<file path="config.mk">
export PLATFORM = sky130hd
export DESIGN_NAME = stepgen_bank
export DESIGN_NICKNAME = d
export VERILOG_FILES = /design/src/rtl/remora_pkg.sv /design/src/rtl/stepgen_channel.sv /design/src/rtl/stepgen_bank.sv
export SDC_FILE = /design/constraint.sdc
export NUM_CORES = 2
export LEC_CHECK = 0
export ABC_CLOCK_PERIOD_IN_PS = 10000
export BUFFER_PORTS_ARGS = -buffer_cell sky130_fd_sc_hd__buf_2
export CAP_MARGIN = 25
export CORE_MARGIN = 3
export CORE_UTILIZATION = 60
export CTS_BUF_LIST = sky130_fd_sc_hd__clkbuf_4
export CTS_CLUSTER_DIAMETER = 40
export DETAILED_ROUTE_END_ITERATION = 10
export PLACE_DENSITY = 0.8
export RECOVER_POWER = 25
export SLEW_MARGIN = 20
export SYNTH_ARGS = -nofsm -noshare
export SYNTH_HDL_FRONTEND = slang
export SYNTH_SLANG_ARGS = --single-unit
export TNS_END_PERCENT = 50
</file>
<file path="constraint.sdc">
create_clock -name clk -period 10 [get_ports clk]
set_input_delay 1 -clock clk [delete_from_list [all_inputs] [get_ports clk]]
set_output_delay 1 -clock clk [all_outputs]
set_load 0.05 [all_outputs]
</file>
<file path="src/rtl/remora_pkg.sv">
// Shared constants and types for the remora step/dir generator bank.
package remora_pkg;

    localparam int   JOINT_W = 32;
    localparam logic DIR_POS = 1'b1;

    typedef enum logic [1:0] {IDLE, SETUP, HIGH, LOW} sg_state_t;

    // Counter width able to hold 0..max(a,b)-1, never narrower than one bit.
    function automatic int cnt_width(input int a, input int b);
        int m;
        m = (a > b) ? a : b;
        return (m < 2) ? 1 : $clog2(m);
    endfunction

endpackage

</file>
<file path="src/rtl/stepgen_channel.sv">
// One step/dir channel: command shadow, phase accumulator, one-deep request latch,
// pulse-shaping FSM and signed step-count feedback.
module stepgen_channel
    import remora_pkg::*;
#(
    parameter int PULSE_LEN = 16,
    parameter int DIR_SETUP = 16,
    parameter int CNT_W     = 4
) (
    input  logic               clk,
    input  logic               rst,
    input  logic               cmd_valid,
    input  logic [JOINT_W-1:0] freq_cmd,
    input  logic               run,
    output logic [JOINT_W-1:0] feedback,
    output logic               step,
    output logic               dir,
    output logic               overrun
);

    logic [JOINT_W-1:0] shadow, acc, mag, fb_nxt;
    logic [JOINT_W:0]   sum;
    logic               carry, req_dir, pending, pend_dir, pend_eff;
    logic               consume, take, step_nxt, dir_nxt;
    sg_state_t          state, state_nxt;
    logic [CNT_W-1:0]   cnt, cnt_nxt;

    // Two's-complement negate of -2^31 wraps to 2^31, which is the correct magnitude.
    assign mag      = shadow[JOINT_W-1] ? (~shadow + JOINT_W'(1)) : shadow;
    assign sum      = {1'b0, acc} + {1'b0, mag};
    assign carry    = run & sum[JOINT_W];
    assign req_dir  = ~shadow[JOINT_W-1];
    assign pend_eff = pending & run;

    // NOTE: sequential state uses non-blocking (<=) so every flop samples pre-edge values.
    always_ff @(posedge clk) begin
        if (rst) begin
            state <= IDLE;
            cnt   <= '0;
        end else begin
            state <= state_nxt;
            cnt   <= cnt_nxt;
        end
    end

    // NOTE: every signal written here gets a default first, otherwise a latch is inferred.
    always_comb begin
        state_nxt = state;
        cnt_nxt   = cnt;
        take      = 1'b0;
        case (state)
            IDLE:  take = 1'b1;
            SETUP: begin
                if (!pend_eff) begin
                    state_nxt = IDLE;
                end else if (cnt == CNT_W'(DIR_SETUP - 1)) begin
                    state_nxt = HIGH;
                    cnt_nxt   = '0;
                end else begin
                    cnt_nxt = cnt + CNT_W'(1);
                end
            end
            HIGH: begin
                if (cnt == CNT_W'(PULSE_LEN - 1)) begin
                    state_nxt = LOW;
                    cnt_nxt   = '0;
                end else begin
                    cnt_nxt = cnt + CNT_W'(1);
                end
            end
            LOW: begin
                if (cnt == CNT_W'(PULSE_LEN - 1)) begin
                    state_nxt = IDLE;
                    take      = 1'b1;
                end else begin
                    cnt_nxt = cnt + CNT_W'(1);
                end
            end
        endcase
        // The last LOW cycle doubles as an IDLE cycle so back-to-back steps sustain 2*PULSE_LEN.
        if (take && pend_eff) begin
            cnt_nxt   = '0;
            state_nxt = (pend_dir == dir) ? HIGH : SETUP;
        end
    end

    always_comb begin
        consume  = (state_nxt == HIGH) && (state != HIGH);
        step_nxt = (state_nxt == HIGH);
        dir_nxt  = ((state_nxt == SETUP) && (state != SETUP)) ? pend_dir : dir;
        fb_nxt   = feedback;
        if (consume)
            fb_nxt = feedback + ((dir == DIR_POS) ? JOINT_W'(1) : {JOINT_W{1'b1}});
    end

    always_ff @(posedge clk) begin
        if (rst) begin
            shadow   <= '0;
            acc      <= '0;
            pending  <= 1'b0;
            pend_dir <= 1'b0;
            overrun  <= 1'b0;
            feedback <= '0;
            step     <= 1'b0;
            dir      <= 1'b0;
        end else begin
            if (cmd_valid)
                shadow <= freq_cmd;
            if (run)
                acc <= sum[JOINT_W-1:0];
            // A carry landing on the consume cycle replaces the consumed request.
            if (!run) begin
                pending <= 1'b0;
            end else if (carry) begin
                if (pending && !consume) begin
                    overrun <= 1'b1;
                end else begin
                    pending  <= 1'b1;
                    pend_dir <= req_dir;
                end
            end else if (consume) begin
                pending <= 1'b0;
            end
            feedback <= fb_nxt;
            step     <= step_nxt;
            dir      <= dir_nxt;
        end
    end

endmodule

</file>
<file path="src/rtl/stepgen_bank.sv">
// Bank of CHANNELS step/dir generators sharing one command strobe and a global fault stop.
module stepgen_bank
    import remora_pkg::*;
#(
    parameter int CHANNELS  = 5,
    parameter int PULSE_LEN = 16,
    parameter int DIR_SETUP = 16
) (
    input  logic                          clk,
    input  logic                          rst,
    input  logic                          cmd_valid,
    input  logic [CHANNELS*JOINT_W-1:0]   freq_cmd,
    input  logic [CHANNELS-1:0]           enable,
    input  logic                          fault,
    output logic [CHANNELS*JOINT_W-1:0]   feedback,
    output logic [CHANNELS-1:0]           step,
    output logic [CHANNELS-1:0]           dir,
    output logic [CHANNELS-1:0]           overrun
);

    localparam int CNT_W = cnt_width(PULSE_LEN, DIR_SETUP);

    for (genvar n = 0; n < CHANNELS; n++) begin : g_ch
        stepgen_channel #(
            .PULSE_LEN (PULSE_LEN),
            .DIR_SETUP (DIR_SETUP),
            .CNT_W     (CNT_W)
        ) u_ch (
            .clk       (clk),
            .rst       (rst),
            .cmd_valid (cmd_valid),
            .freq_cmd  (freq_cmd[n*JOINT_W +: JOINT_W]),
            .run       (enable[n] & ~fault),
            .feedback  (feedback[n*JOINT_W +: JOINT_W]),
            .step      (step[n]),
            .dir       (dir[n]),
            .overrun   (overrun[n])
        );
    end

endmodule

</file>
==> results by group <==
Status
  – Status: finished, violations left
  – Failing checks: max-capacitance violations, max-slew violations

Clock tree
  – H-tree depth: 4
  – Post-CTS Setup Bufs: 0
  – Hold buffers post-CTS: 0
  – CTS Buffer Depth: 3
  – CTS Buf Count: 154
  – Resized Gates After CTS: 0
  – CTS tree: built
  – CTS clock-pin slew for the worst setup and hold paths: 0.07 ns
  – Sink Count: 535
  – CTS root buffer: clkbuf_4
  – Worst-skew pair later-pin latency: 0.99 ns

Cells and area
  – Share of cells above drive strength 1: 12.7%
  – Final core occ: 67.8%
  – Non-filler instance count after layout: 6039
  – Fillers: 5357
  – Design area: 42000 um2
  – Fin nets: 5608
  – Area Growth Syn to Fin: 11.1%
  – Multi-input gate area in the final layout: 25900 um2
  – Sequential Area: 10700 um2

Power
  – Max rail drop VDD: 0.0000970 V
  – Leak Pwr: 19.3 nW
  – Cell area power density: 125 nW/um2

Logic synthesis
  – Synth cell types: 87
  – Post-Syn Nets: 5284
  – Ys flop type: dfxtp_1
  – Mapped Area: 37800 um2
  – Cells after synthesis: 4764
  – Top cells by area, synth: dfxtp_1 (28%), ha_1 (11%), a21oi_1 (7.0%)
  – Yosys warns: 0
  – Synth area leader: dfxtp_1
  – Top cells by count, synth: nand2_1 (664), dfxtp_1 (535), a21oi_1 (527)
  – Seq/Total Area, Yosys: 28.4%
  – Synthesized flop and latch total: 535
  – Cell with the most instances after synthesis: nand2_1
  – Mean Syn Cell Area: 7.93 um2
  – Top cell type's share of synthesized area: 28.4%
  – Post-synth EDFFs: 0
  – Post-synth ARST share: 0%

Detailed routing
  – Final wirelength: 94300 um
  – ANT nets after route: 0
  – DR WL/cell: 15.6 um
  – DRC: 0
  – Initial DRT Pass Iterations: 5
  – Via count: 35.2k
  – Initial drt markers: 2124
  – DR vias/cell: 5.83

STA
  – Final TNS setup: 0 ns
  – Slew at the pin closest to its max-slew limit: 5.09 ns
  – Setup violations, final: 0
  – Period utilization: 65.3%
  – Unrepaired setup endpoints after global routing: false
  – Crit path time final: 6.53 ns
  – Max Transition Viols Final: 178
  – Final worst slack: 3.47 ns
  – Fin. Hold Viols: 0
  – Max Clock Freq: 153 MHz
  – Slew HR: -239%
  – Worst Clk Skew: 0.0590 ns

Critical path
  – Top Family by Delay on Critical Path: buffers and inverters
  – Crit. End Element: register
  – Worst path arrival time: 7.40 ns
  – Critical Path Stages: 4
  – WS Path Type: in2reg
  – FF-to-FF End: g_ch[0].u_ch.pend_dir$_SDFFE_PP0P_
  – Startpoint types: input port
  – Buf/Inv on CP: 2
  – Most numerous cell on the critical path: clkbuf_1
  – Top fanout value on the critical path: 109
  – CP Launch Point: rst
  – Worst reg2reg path startpoint: g_ch[0].u_ch.shadow[10]$_SDFFE_PP0P_
  – Max incr delay on CP: 3.51 ns
  – CP max-delay cell: clkbuf_1
  – Setup crit end: g_ch[2].u_ch.acc[30]$_SDFFE_PP0P_
  – CP required: 10.86 ns
  – Register-to-Register Path Depth: 17
  – Reg2reg setup slack: 5.00 ns
  – Worst-path cell chain: clkbuf_1 > clkbuf_1 > o41ai_1 > a311o_1

Floorplan
  – Die ar.: 66000 um2
  – Die Y: 257 um
  – Core ar.: 61900 um2
  – Starting Density: 61.0%
  – Die W: 257 um
  – Site Rows: 91
  – Num ports: 344

Job
  – Max Cap Viol: 2

Placed design
  – HPWL after DPL: 66600 um
  – Final GP Congestion: 0.915
  – Place WS: 5.04 ns
  – Placed Instances: 5767
  – Placement-stage cell area: 40000 um2
  – Port-buffer cells: 343

GRT
  – Initial antenna violation count: 5
  – Vias in the first global route: 33.2k
  – Largest net degree at the start of global routing: 205
  – Global route overflow: 0
  – Overall Global Routing Usage: 27.6%
  – First-pass GRT wire length: 156000 um

Worst hold path
  – Worst hold path class: in2reg
## cell type report
cell class	count	share of cell area, %
well taps	837	2.50
clock buffers	199	3.56
inverters	95	0.850
diodes	8	0.0477
clock inverters	63	1.01
flip-flops and latches	535	25.5
repair buffers	379	4.85
multi-input cells	3923	61.7
## worst min path at each step
stage | startpoint | end | depth (start not counted)
finish | freq_cmd[21] | g_ch[0].u_ch.shadow[21]$_SDFFE_PP0P_ | 3
CTS | freq_cmd[21] | g_ch[0].u_ch.shadow[21]$_SDFFE_PP0P_ | 3
detailed placement | g_ch[2].u_ch.acc[9]$_SDFFE_PP0P_ | g_ch[2].u_ch.acc[9]$_SDFFE_PP0P_ | 2
global placement | g_ch[4].u_ch.acc[23]$_SDFFE_PP0P_ | g_ch[4].u_ch.acc[23]$_SDFFE_PP0P_ | 2
floorplan | g_ch[2].u_ch.acc[29]$_SDFFE_PP0P_ | g_ch[2].u_ch.acc[29]$_SDFFE_PP0P_ | 2
global route | freq_cmd[9] | g_ch[0].u_ch.shadow[9]$_SDFFE_PP0P_ | 3
## report_power, final
part           total [mW]  leakage (nW)  internal [mW]  switching (mW)
clock                2.06          1.14           1.09           0.975
sequential           2.29          4.35           2.21          0.0757
combinational       0.899          13.8          0.383           0.516
## cell usage in the layout (no fill, tap or decap), types with 48 or more instances in the layout
cell	synthesis	final
ha_1	341	341
nor3_1	101	100
nand2_1	664	664
xor2_1	99	99
nor2_1	408	404
a31oi_1	51	51
a21o_1	183	183
dfxtp_1	535	534
clkbuf_4	0	199
o21ai_0	189	189
nand3_1	97	97
a21oi_1	527	527
xnor2_1	301	301
inv_1	94	94
or3_1	48	48
a211oi_1	62	62
buf_2	4	341
o31ai_1	59	59
mux2i_1	179	179
## flip-flops by register name, indices dropped and copies added (netlist names)
name and flops:
g_ch.u_ch.shadow 160, g_ch.u_ch.overrun 5, g_ch.u_ch.feedback 160, g_ch.u_ch.dir 5, g_ch.u_ch.pend_dir 5, g_ch.u_ch.acc 160
g_ch.u_ch.pending 5, g_ch.u_ch.cnt 20, g_ch.u_ch.step 5, g_ch.u_ch.state 10
## metrics by stage
stage | total power, mW | hold WS, ns
6_report | 5.25 | 0.242
5_1_grt | 5.55 | 0.188
4_1_cts | 5.31 | 0.127
3_5_place_dp | 3.22 | 0.448
3_3_place_gp | 3.20 | 0.442
2_1_floorplan | 3.02 | 0.432
## cells by family after synthesis
family	Yosys count	share of synthesized area [%]
AOI/OAI and AO/OA	1364	22.8
xor gates and xnor gates	400	9.27
adders and majority gates	351	11.8
buffers and inverters	306	3.20
DFF	535	28.4
muxes	183	4.86
and+or+nand+nor	1625	19.7
## worst min-delay path, delay by kind of cell
family / cells / cell delay, ns
mux: 1 / 0.05
buf+inv: 1 / 0.08
simple gates: 1 / 0.07
## layer usage
| metal | GRT usage [%] | vias to the layer above | wire [um] |
|---|---|---|---|
| li1 | - | 17900 | - |
| met3 | 7.42 | 200 | 6480 |
| met2 | 45.1 | 822 | 43000 |
| met4 | 11.4 | 6 | 2740 |
| met1 | 34.3 | 16200 | 42100 |
| met5 | 0 | - | 40 |
(Power assumes the default switching activity.)
